### src/rtl/pedometer_pkg.sv
// Shared types and defaults for the pedometer command scheduler.
// State encoding, command kinds, operand widths and the default WAIT timeout.
package pedometer_pkg;

  localparam int unsigned STEP_W_DEF  = 16;
  localparam int unsigned TIMEOUT_DEF = 255;
  localparam int unsigned ADDR_W      = 3;
  localparam int unsigned DATA_W      = 8;

  typedef enum logic [2:0] {
    StIdle  = 3'd0,
    StWrite = 3'd1,
    StRun   = 3'd2,
    StWait  = 3'd3,
    StDone  = 3'd4
  } state_e;

  typedef enum logic [1:0] {
    CmdCount  = 2'd0,
    CmdSingle = 2'd1,
    CmdDual   = 2'd2
  } cmd_e;

  // Highest-priority request wins; the rest are dropped.
  function automatic cmd_e select_cmd(input logic dual, input logic single);
    if (dual) begin
      return CmdDual;
    end else if (single) begin
      return CmdSingle;
    end
    return CmdCount;
  endfunction

endpackage

### src/rtl/ped_step_counter.sv
// Saturating step counter: increments on inc, sticks at all-ones, clear wins.
module ped_step_counter
  import pedometer_pkg::*;
#(
  parameter int unsigned W = STEP_W_DEF
) (
  input  logic         clk,
  input  logic         clear,
  input  logic         inc,
  output logic [W-1:0] count
);

  logic [W-1:0] r_count;
  logic         w_at_max;

  assign w_at_max = &r_count;

  always_ff @(posedge clk) begin
    if (clear) begin
      r_count <= '0;
    end else if (inc && !w_at_max) begin
      r_count <= r_count + W'(1);
    end
  end

  assign count = r_count;

endmodule

### src/rtl/pedometer_sched.sv
// Command scheduler for weight writes and step classification.
// Optional WAIT timeout with sticky error flag is enabled by defining PED_TIMEOUT_EN.
module pedometer_sched
  import pedometer_pkg::*;
#(
  parameter int unsigned STEP_W  = STEP_W_DEF,
  parameter int unsigned TIMEOUT = TIMEOUT_DEF
) (
  input  logic              clk,
  input  logic              reset,
  input  logic              countSteps,
  input  logic              updateWeights,
  input  logic              dualUpdateWeights,
  input  logic [DATA_W-1:0] A,
  input  logic [DATA_W-1:0] B,
  input  logic [ADDR_W-1:0] Addr1,
  input  logic [ADDR_W-1:0] Addr2,
  input  logic [DATA_W-1:0] Data1,
  input  logic [DATA_W-1:0] Data2,
  input  logic              coreDone,
  input  logic              coreStep,
  output logic              cmdAccept,
  output logic              busy,
  output logic              wrEn1,
  output logic              wrEn2,
  output logic [ADDR_W-1:0] wrAddr1,
  output logic [ADDR_W-1:0] wrAddr2,
  output logic [DATA_W-1:0] wrData1,
  output logic [DATA_W-1:0] wrData2,
  output logic              coreStart,
  output logic [DATA_W-1:0] coreA,
  output logic [DATA_W-1:0] coreB,
  output logic [STEP_W-1:0] stepCount,
  output logic              done,
  output logic              timeoutErr
);

  if (TIMEOUT == 0) begin : g_bad_timeout
    $error("TIMEOUT must be at least 1");
  end

  state_e            r_state;
  state_e            w_state_next;
  cmd_e              r_cmd;
  cmd_e              w_cmd_sel;

  logic [DATA_W-1:0] r_a;
  logic [DATA_W-1:0] r_b;
  logic [ADDR_W-1:0] r_addr1;
  logic [ADDR_W-1:0] r_addr2;
  logic [DATA_W-1:0] r_data1;
  logic [DATA_W-1:0] r_data2;

  logic              r_cmd_accept;
  logic              r_wr_en1;
  logic              r_wr_en2;
  logic              r_core_start;
  logic              r_done;

  logic              w_req_any;
  logic              w_accept;
  logic              w_wr_en1;
  logic              w_wr_en2;
  logic              w_core_start;
  logic              w_done;
  logic              w_inc;
  logic              w_timeout;

  assign w_req_any = countSteps | updateWeights | dualUpdateWeights;
  assign w_cmd_sel = select_cmd(dualUpdateWeights, updateWeights);

  always_comb begin
    w_state_next = r_state;
    w_accept     = 1'b0;
    w_wr_en1     = 1'b0;
    w_wr_en2     = 1'b0;
    w_core_start = 1'b0;
    w_done       = 1'b0;
    w_inc        = 1'b0;
    unique case (r_state)
      StIdle: begin
        if (w_req_any) begin
          w_accept     = 1'b1;
          w_state_next = (w_cmd_sel == CmdCount) ? StRun : StWrite;
        end
      end
      StWrite: begin
        // On a same-address dual write only port 2 fires, so Data2 wins.
        w_wr_en1     = (r_cmd == CmdSingle) || (r_addr1 != r_addr2);
        w_wr_en2     = (r_cmd == CmdDual);
        w_state_next = StDone;
      end
      StRun: begin
        w_core_start = 1'b1;
        w_state_next = StWait;
      end
      StWait: begin
        if (coreDone) begin
          w_inc        = coreStep;
          w_state_next = StDone;
        end else if (w_timeout) begin
          w_state_next = StDone;
        end
      end
      StDone: begin
        w_done       = 1'b1;
        w_state_next = StIdle;
      end
      default: w_state_next = StIdle;
    endcase
  end

  // Strobes are registered, so each appears one cycle after its state decode.
  always_ff @(posedge clk) begin
    if (reset) begin
      r_state      <= StIdle;
      r_cmd        <= CmdCount;
      r_a          <= '0;
      r_b          <= '0;
      r_addr1      <= '0;
      r_addr2      <= '0;
      r_data1      <= '0;
      r_data2      <= '0;
      r_cmd_accept <= 1'b0;
      r_wr_en1     <= 1'b0;
      r_wr_en2     <= 1'b0;
      r_core_start <= 1'b0;
      r_done       <= 1'b0;
    end else begin
      r_state      <= w_state_next;
      r_cmd_accept <= w_accept;
      r_wr_en1     <= w_wr_en1;
      r_wr_en2     <= w_wr_en2;
      r_core_start <= w_core_start;
      r_done       <= w_done;
      if (w_accept) begin
        r_cmd   <= w_cmd_sel;
        r_a     <= A;
        r_b     <= B;
        r_addr1 <= Addr1;
        r_addr2 <= Addr2;
        r_data1 <= Data1;
        r_data2 <= Data2;
      end
    end
  end

`ifdef PED_TIMEOUT_EN
  localparam int unsigned CntW = (TIMEOUT > 1) ? $clog2(TIMEOUT) : 1;

  logic [CntW-1:0] r_wait_cnt;
  logic            r_timeout_err;

  assign w_timeout = (r_state == StWait) && !coreDone && (r_wait_cnt == CntW'(TIMEOUT - 1));

  always_ff @(posedge clk) begin
    if (reset) begin
      r_wait_cnt    <= '0;
      r_timeout_err <= 1'b0;
    end else begin
      if ((r_state == StWait) && !coreDone && !w_timeout) begin
        r_wait_cnt <= r_wait_cnt + CntW'(1);
      end else begin
        r_wait_cnt <= '0;
      end
      if (w_timeout) begin
        r_timeout_err <= 1'b1;
      end
    end
  end

  assign timeoutErr = r_timeout_err;
`else
  assign w_timeout  = 1'b0;
  assign timeoutErr = 1'b0;
`endif

  ped_step_counter #(
    .W (STEP_W)
  ) u_step_counter (
    .clk   (clk),
    .clear (reset),
    .inc   (w_inc),
    .count (stepCount)
  );

  assign cmdAccept = r_cmd_accept;
  assign busy      = (r_state != StIdle);
  assign wrEn1     = r_wr_en1;
  assign wrEn2     = r_wr_en2;
  assign wrAddr1   = r_addr1;
  assign wrAddr2   = r_addr2;
  assign wrData1   = r_data1;
  assign wrData2   = r_data2;
  assign coreStart = r_core_start;
  assign coreA     = r_a;
  assign coreB     = r_b;
  assign done      = r_done;

endmodule

### config.mk
export PLATFORM = sky130hd
export DESIGN_NAME = pedometer_sched
export DESIGN_NICKNAME = d
export VERILOG_FILES = /design/src/rtl/pedometer_pkg.sv /design/src/rtl/ped_step_counter.sv /design/src/rtl/pedometer_sched.sv
export SDC_FILE = /design/constraint.sdc
export NUM_CORES = 1
export LEC_CHECK = 0
export BUFFER_PORTS_ARGS = -buffer_cell sky130_fd_sc_hd__buf_4
export CAP_MARGIN = 20
export CORE_ASPECT_RATIO = 0.9
export CORE_UTILIZATION = 51
export CTS_CLUSTER_SIZE = 8
export DETAILED_ROUTE_END_ITERATION = 10
export PLACE_DENSITY = 0.92
export SYNTH_ARGS = -nofsm -noshare
export SYNTH_HDL_FRONTEND = slang
export SYNTH_SLANG_ARGS = --single-unit
### constraint.sdc
create_clock -name clk -period 3.8 [get_ports clk]
set_input_delay 0.19 -clock clk [delete_from_list [all_inputs] [get_ports clk]]
set_output_delay 0.19 -clock clk [all_outputs]
set_load 0.01 [all_outputs]
== Word level (Yosys, flattened, before mapping) ==
Index checks and enable logic that the tools add are counted.

* Register bits after elaboration: 64
* Bits of input ports: 45

* Add/subtract/negate cells: 1
* Eq/ne operators: 9
* Multiplexer cells: 15
* Bitwise operators: 3
* Reduce and logical (&&, ||, !) cells: 9

{| class="wikitable"
|+ Operator list
! cell !! count
|-
| 16-bit by 1-bit adder with 16-bit output, second input constant || 1
|-
| 16-bit AND reduction || 1
|-
| 3-bit case mux with 4 select lines || 1
|-
| 1-bit two-way mux || 8
|-
| 2-bit two-way mux || 4
|-
| 3-bit by 2-bit equality test with 1-bit output, second input constant || 2
|-
| 3-bit two-way mux || 2
|-
| 2-bit inequality test, second input constant || 2
|-
| 3-bit by 1-bit equality test with 1-bit output, second input constant || 1
|-
| 3-bit equality test, second input constant || 1
|-
| 3-bit zero test || 1
|-
| 3-bit inequality test || 1
|-
| 3-bit nonzero test || 1
|-
| 2-bit by 1-bit equality test with 1-bit output, second input constant || 1
|-
| 2-bit equality test, second input constant || 1
|-
| 2-bit zero test || 1
|-
| 1-bit bitwise OR || 2
|-
| 2-bit AND reduction || 1
|-
| 2-bit OR reduction || 1
|-
| 1-bit logical AND || 1
|-
| 1-bit zero test || 1
|-
| 1-bit logical OR || 1
|-
| 1-bit NOT || 1
|}

== Logic depth before layout (Yosys ltp) ==
Gate-level depths: netlist of run 1.

* Depth in word-level cells: 7
* Mapped depth: 6
* Depth with buffers taken out: 5

== Cells and area by module ==
A second synthesis of run 1 with hierarchy kept.

* Cell total of the unflattened synthesis: 308
* Area, all modules: 2969.1 um^2

{| class="wikitable"
|+ Modules (own cells, without submodules)
! module !! instances !! cells each !! area an instance (um^2) !! sequential area each (um^2)
|-
| pedometer_sched || 1 || 212 || 2135.8 || 960.9
|-
| ped_step_counter || 1 || 96 || 833.3 || 320.3
|}

== Least setup slack after synthesis of run 1 ==
No wires, ideal clock.

* Kind: register -> register
* Start point: register u_step_counter.r_count[0], in the netlist u_step_counter.count[0]
* End point: register u_step_counter.r_count[8], in the netlist u_step_counter.count[8]
* Arrival: 1.822 ns
* Path slack: 1.908 ns
* Stages on the path, launching flop included: 7
* Buffers on the path: 1
* Path through: dfxtp_1 > ha_1 > nand2_1 > or3_1 > clkbuf_1 > or4_1 > a21oi_1

* Word-level cells in the longest chain between the ends: 3

{| class="wikitable"
|+ RTL lines
! what !! RTL line !! text
|-
| from (decl) || ped_step_counter.sv:13 || <nowiki>logic [W-1:0] r_count;</nowiki>
|-
| from (signal assigned) || ped_step_counter.sv:22 || <nowiki>r_count <= r_count + W'(1);</nowiki>
|-
| parallel branches: the longest is 3 deep, another holds 16-bit by 1-bit adder with 16-bit output || n/a ||
|}

Several ways; the timed one is not identified.
A chain may end at the register's enable or synchronous reset.

== Worst setup path after layout of run 1 ==
* Start point: register r_state[2]
* End point: register r_data2[2], in the netlist wrData2[2]

* Word-level cells in the longest chain between the ends: 2

{| class="wikitable"
|+ RTL lines
! what !! RTL line !! text
|-
| from (decl) || pedometer_sched.sv:42 || <nowiki>state_e r_state;</nowiki>
|-
| from (signal assigned) || pedometer_sched.sv:116 || <nowiki>r_state <= StIdle;</nowiki>
|-
| from (signal assigned) || pedometer_sched.sv:130 || <nowiki>r_state <= w_state_next;</nowiki>
|-
| 3-bit zero test || pedometer_sched.sv:80 || <nowiki>unique case (r_state)</nowiki>
|-
| 1-bit two-way mux || pedometer_sched.sv:80 ||
|-
| to (signal assigned) || pedometer_sched.sv:143 || <nowiki>r_data2 <= Data2;</nowiki>
|-
| to (decl) || pedometer_sched.sv:52 || <nowiki>logic [DATA_W-1:0] r_data2;</nowiki>
|}

No other way between the ends.

==> metrics.cfg, run 1 <==
[global_route]
grtUsageTotal_pct=25.3
grt_first_pass_wirelength_um=10700
grt-ovfl-total=0
grt_max_degree=65
grt_pass1_vias=2432
antenna_found_initial=0

[sta]
worstMarginPinSlew_ns=0.957
rsz0062_at_grt=no
slew-limit-headroom_pct=35.7
fin_crit_sh_pct=60.1
finalSetupViolCount=0
hold_ws_ns=0.0938
fin_crit_ns=2.28
tns_ns=0
slew_viol_final=0
skew_ns=0.00942
fmax_ghz=0.438
hold_viol=0

[routing]
drtPass1Iterations=4
route.vias.total=2595
wl_met2_um=3170
wl_met3_um=499
drtIter0Drc=134
wl_met1_um=2620
dr.max_layer_used=met4
drtAntennaViolNets=0
wirelength_um=6430
via_per_inst=5.42
drc=0
wl_per_cell_um=13.4

[clocking]
cts.sinks=64
cts_setup_buffers=0
holdBufCountCts=0
htreeDepth=3
cts_tree=built
root_buffer=clkbuf_8
clock_path_buffers=2
cts_resized=0
worstSkewPairLatency_ns=0.34
cts_made_buffers=9
clkTransAtPathRegs_ns=0.07

[synthesis]
ys_ff_latch=64
synth_top_area_cell=dfxtp_1
synth_cell_types=42
syn_nets=358
synthArstFlopShare_pct=0
synth_most_common_cell=nand2_1
yosysTopAreaCellShare_pct=50.0
synth_area_leaders=dfxtp_1, nand2_1, a21oi_1, o31ai_1, clkbuf_1
yosys_warnings=0
yosysSeqAreaShare_pct=50.0
syn_avg_cell_area_um2=8.20
synth_ff_type=dfxtp_1
syn-instance-count=312
synth_common_cells=nand2_1, dfxtp_1, a21oi_1
syn_area_mm2=0.00256
synth_edf_count=0

[place]
place_area_mm2=0.00338
place_inst=464
dp.final_hpwl_um=4400
gp_congestion=0.785
numPortBuffers=104

[setup_path]
cp_top_family=compound AO/OA/AOI/OAI gates
crit_chain=nor3_1, o31a_1, buf_4, nand2_1, a21oi_1
timing.setup.critical_path_class=reg -> reg
critPathSlowestCell=nor3_1
critPathLaunchType=flip-flop
critPathRequiredTime_ns=4.05
critPathMaxFanout=23
end_kind=flip-flop
arrival_ns=2.54
crit_buf_inv=1
max_stage_delay_ns=0.64

[layout]
diodes=0
nFillCells=360
drive_above_1_share_pct=30.9
layout.cells.non_filler=479
num-nets-final=456
syn2layout_area_growth_pct=40.1
design_area_mm2=0.00359

[min_path]
worstHoldPathType=in -> reg

[floorplanning]
fp.dieH_um=69.2
initial_core_util_pct=53.0
rows=24
core-area_mm2=0.00483
die_area_mm2=0.00531
io_pins=106
fp.dieW_um=76.7

[pwr]
total_power_uw=1660
peakVddDrop_mv=0.390
p_leak_uw=0.00151
power_density_mw_per_mm2=464

[run_status]
outcome=completed

[job]
max-cap-violations=0

==> power by group <==
part / internal (uW) / leakage [uW] / switching [uW] / total, uW
Sequential: 722 / 0.000524 / 32.8 / 755
Clock: 366 / 0.0000946 / 255 / 621
Combinational: 136 / 0.000887 / 153 / 289
Total: 1220 / 0.00151 / 441 / 1660
==> per-layer routing <==
layer,track usage (%),vias up
met5,0,-
met1,27.4,1197
li1,-,1289
met3,11.2,14
met2,43.2,95
met4,9.62,0
==> path summary, 6_finish.rpt <==
kind,slack [ns],cells after the start,startpoint,to
setup / recovery,1.52,5,r_state[2],wrData2[2]
hold / removal,0.09,3,Data2[4],wrData2[4]
setup reg to reg,1.52,5,r_state[2],wrData2[2]
hold reg to reg,0.46,2,coreA[3],coreA[3]
==> cells in the final DEF, fill, tap and decap left out, types with 2 or more instances in the layout <==
master | Yosys | final
bufinv_16 | 0 | 2
dfxtp_1 | 64 | 64
o31a_1 | 3 | 3
nand4_1 | 7 | 7
nand3_1 | 3 | 3
nor2_1 | 9 | 9
and4_1 | 3 | 3
xnor2_1 | 2 | 2
nor3_1 | 8 | 8
nor2b_1 | 2 | 2
buf_4 | 1 | 107
nor4_1 | 3 | 3
o31ai_1 | 8 | 7
inv_1 | 4 | 4
or4_1 | 7 | 7
clkinvlp_4 | 0 | 3
nand2_1 | 84 | 84
a21oi_1 | 52 | 52
clkbuf_8 | 0 | 9
or3_1 | 4 | 4
nor4b_1 | 2 | 2
o21ai_0 | 6 | 6
o21ba_2 | 2 | 2
==> registers in the layout, indices dropped and copies added, names as in the netlist, 2 cells and up <==
register / cells
coreB: 8
r_state: 3
wrAddr1: 3
wrData2: 8
wrAddr2: 3
wrData1: 8
coreA: 8
u_step_counter.count: 16
r_cmd: 2
==> stage by stage <==
step | utilization (%) | worst slack [ns]
after global placement | 69.7 | 1.46
after detailed placement | 69.8 | 1.54
final | 74.2 | 1.52
after floorplan | - | 1.91
after CTS | 74.2 | 1.49
after global routing | 74.2 | 1.22
==> kinds of logic (layout without fill, tap and decap cells) <==
| kind of cell | after synthesis | in the layout | share of synthesized area [%] |
|---|---|---|---|
| xor+xnor | 3 | 3 | 1.03 |
| compound gates | 77 | 77 | 17.3 |
| other cells | 1 | 1 | 0.146 |
| buf+inv | 24 | 126 | 3.76 |
| mux | 1 | 1 | 0.440 |
| simple gates | 141 | 141 | 26.8 |
| fa+ha+maj | 1 | 1 | 0.489 |
| flops | 64 | 64 | 50.0 |
==> worst reg2reg max path, cell delays in order, from the launching register on <==
cell	delay [ns]
dfxtp_1	0.38
nor3_1	0.64
o31a_1	0.61
buf_4	0.36
nand2_1	0.09
a21oi_1	0.13
==> cell type report <==
class                           count  area [um^2]  share of cell area, %
Timing Repair Buffer              107          803                   22.4
Sequential cell                    64         1280                   35.7
Clock buffer                       10          128                   3.56
Inverter                            4         15.0                  0.419
Multi-Input combinational cell    224         1200                   33.3
Clock inverter                      5         82.6                   2.30
Tap cell                           65         81.3                   2.27
No activity file was read; power rests on OpenSTA's default activity.
==> run 2: changes to the inputs <==
--- a/config.mk
+++ b/config.mk
@@ -8,10 +8,10 @@
 export BUFFER_PORTS_ARGS = -buffer_cell sky130_fd_sc_hd__buf_4
 export CAP_MARGIN = 20
 export CORE_ASPECT_RATIO = 0.9
-export CORE_UTILIZATION = 51
+export CORE_UTILIZATION = 43
 export CTS_CLUSTER_SIZE = 8
 export DETAILED_ROUTE_END_ITERATION = 10
-export PLACE_DENSITY = 0.92
+export PLACE_DENSITY = 0.84
 export SYNTH_ARGS = -nofsm -noshare
 export SYNTH_HDL_FRONTEND = slang
 export SYNTH_SLANG_ARGS = --single-unit
==> constraint.sdc (replaced) <==
create_clock -name clk -period 1.9 [get_ports clk]
set_input_delay 0.095 -clock clk [delete_from_list [all_inputs] [get_ports clk]]
set_output_delay 0.095 -clock clk [all_outputs]
set_load 0.01 [all_outputs]
==> run 2 against run 1 <==
Die area rose by 18%. Sequential power grew 99%. Sequential share of layout area is 4.3 points lower. Worst hold slack worse by 0.077 ns. Count of clock-buffer cells in the layout rose by 1. Core utilization shrank 2.3 points. Maximum frequency rose by 27%. Final area is 14% higher. Via count increased by 7.6%. First-iteration DRC count decreased by 29%. Wire length is 19% higher.
==> metrics.cfg, run 2 (synthesis gave the netlist of run 1 again) <==
[global_route]
grt_pass1_vias=2679  ; +10%
grtUsageTotal_pct=24.6  ; -0.63 points
grt-ovfl-total=0  ; unchanged
antenna_found_initial=0  ; unchanged
grt_first_pass_wirelength_um=12000  ; +12%
grt_max_degree=48  ; -26%

[place]
gp_congestion=0.784  ; -0.22%
numPortBuffers=104  ; unchanged
dp.final_hpwl_um=4700  ; +6.9%
pre_cts_ws_ns=-0.0329  ; -1.58 ns
place_inst=487  ; +5.0%
place_area_mm2=0.00354  ; +4.9%

[min_path]
worstHoldPathType=in -> reg

[pwr]
p_sw_uw=921  ; +110%
peakVddDrop_mv=0.622  ; +59%
clock_power_share_pct=36.3  ; -1.0 points
total_power_uw=3450  ; +110%
power_density_mw_per_mm2=843  ; +82%
p_leak_uw=0.00175  ; +16%
p_int_uw=2530  ; +110%
sw_frac_of_total_pct=26.7  ; +0.17 points
p_comb_share_pct=20.1  ; +2.7 points
seq_power_share_pct=43.6  ; -1.7 points

[sta]
rsz0062_at_grt=no
tns_ns=0  ; unchanged
hold_viol=0  ; unchanged
slew_viol_final=0  ; unchanged
fin_crit_ns=1.80  ; -0.486 ns
finalSetupViolCount=0  ; unchanged
fmax_ghz=0.556  ; +27%
slew-limit-headroom_pct=39.9  ; +4.3 points
fin_crit_sh_pct=94.6  ; +35 points
skew_ns=0.00811  ; -0.00132 ns
worst_slack_ns=0.102  ; -1.41 ns
worstMarginPinSlew_ns=0.901  ; -0.0567 ns

[routing]
via_per_inst=5.22  ; -3.7%
drc=0  ; unchanged
drtPass1Iterations=4  ; unchanged
wl_per_cell_um=14.3  ; +6.7%
drtIter0Drc=95  ; -29%
drtAntennaViolNets=0  ; unchanged
route.vias.total=2792  ; +7.6%
wirelength_um=7660  ; +19%

[layout]
largest_reg_flops=16  ; unchanged
syn2layout_area_growth_pct=59.9
drive_above_1_share_pct=32.5  ; +1.6 points
design_area_mm2=0.00409  ; +14%
mostFrequentLayoutCells=buf_4, nand2_1, dfxtp_1, a21oi_1, dlygate4sd3_1
layout.cells.non_filler=535  ; +12%
final_common_cell=buf_4
num-nets-final=506  ; +11%
diodes=0  ; unchanged

[floorplanning]
core-area_mm2=0.00569  ; +18%
rows=26  ; +8.3%
fp.dieH_um=75.2  ; +8.7%
io_pins=106  ; unchanged
fp.dieW_um=83.3  ; +8.7%
die_area_mm2=0.00627  ; +18%
initial_core_util_pct=45.0  ; -8.0 points

[setup_path]
crit_start=u_step_counter.count[0]
r2r_slack_ns=0.10  ; -1.41 ns
critPathMaxFanout=7  ; -70%
critPathRequiredTime_ns=2.16  ; -1.89 ns
reg2reg_to=u_step_counter.count[9]
critPathLaunchType=flip-flop
rr_startpoint=u_step_counter.count[0]
end_kind=flip-flop
endpoint=u_step_counter.count[9]
timing.setup.critical_path_class=reg -> reg
arrival_ns=2.06  ; -0.48 ns
reg2reg_depth=4  ; -1

[clocking]
cts.sinks=64  ; unchanged
worstSkewPairLatency_ns=0.33  ; about the same
root_buffer=clkbuf_8
cts_tree=built
cts_made_buffers=9  ; unchanged
clock_path_buffers=2  ; unchanged
cts_setup_buffers=0  ; unchanged
clkTransAtPathRegs_ns=0.07  ; about the same
htreeDepth=3  ; unchanged

[run_status]
outcome=completed

[job]
max-cap-violations=0  ; unchanged

[run 2: changes by cell type in the layout (fill, tap and decap cells not counted), sizes merged]
cell,previous run,this run
buf,107,125
clkbuf,10,11
clkinv,0,2
clkinvlp,3,1
dlygate4sd3,0,32
[run 2: worst min path at each step]
stage | start | endpoint | cells after the start
after floorplan | A[0] | coreA[0] | 2
after global placement | Data2[1] | wrData2[1] | 3
after detailed placement | Addr2[0] | wrAddr2[0] | 3
after CTS | A[1] | coreA[1] | 3
after global routing | A[1] | coreA[1] | 3
final | A[1] | coreA[1] | 3
[run 2: worst max-delay path, stage by stage (launching register included)]
cell     delay (ns)
dfxtp_4        0.37
and4_1         0.20
or4b_4         0.52
or4_1          0.48
a21oi_1        0.15
[run 2: final cells by class]
class	count	area (um^2)
fillers	423	1600
flip-flops and latches	64	1290
repair buffers	157	1280
multi-input cells	224	1210
clock buffers	11	131
well taps	70	87.6
clock inverters	5	81.3
inverters	4	15.0
[run 2: timing repair]
item	in CTS	in global routing
hold endpoints to repair	32	0
hold buffers	32	0
resized for setup	2	4
setup endpoints to repair	7	10
[run 2: metal layers]
| metal | vias up | part of all wire (%) | global-route usage, % |
|---|---|---|---|
| li1 | 1384 | - | - |
| met1 | 1283 | 39 | 27.8 |
| met2 | 113 | 51 | 43.4 |
| met3 | 12 | 8.0 | 9.43 |
| met4 | 0 | 1.3 | 9.00 |
| met5 | - | 0 | 0 |
[run 2: power groups by stage]
stage	Sequential [uW]	Combinational, uW	Clock (uW)
after floorplan	1570	255	0
after detailed placement	1530	627	0
after CTS	1500	680	1290
final	1500	695	1250
after global routing	1520	762	1350
after global placement	1520	619	0
[run 2: metrics by stage]
stage	util, %	hold slack [ns]
final	71.9	0.0167
after global routing	71.9	0.00451
after CTS	71.8	0.000511
after detailed placement	62.2	0.351
after global placement	62.2	0.342
after floorplan	-	0.231
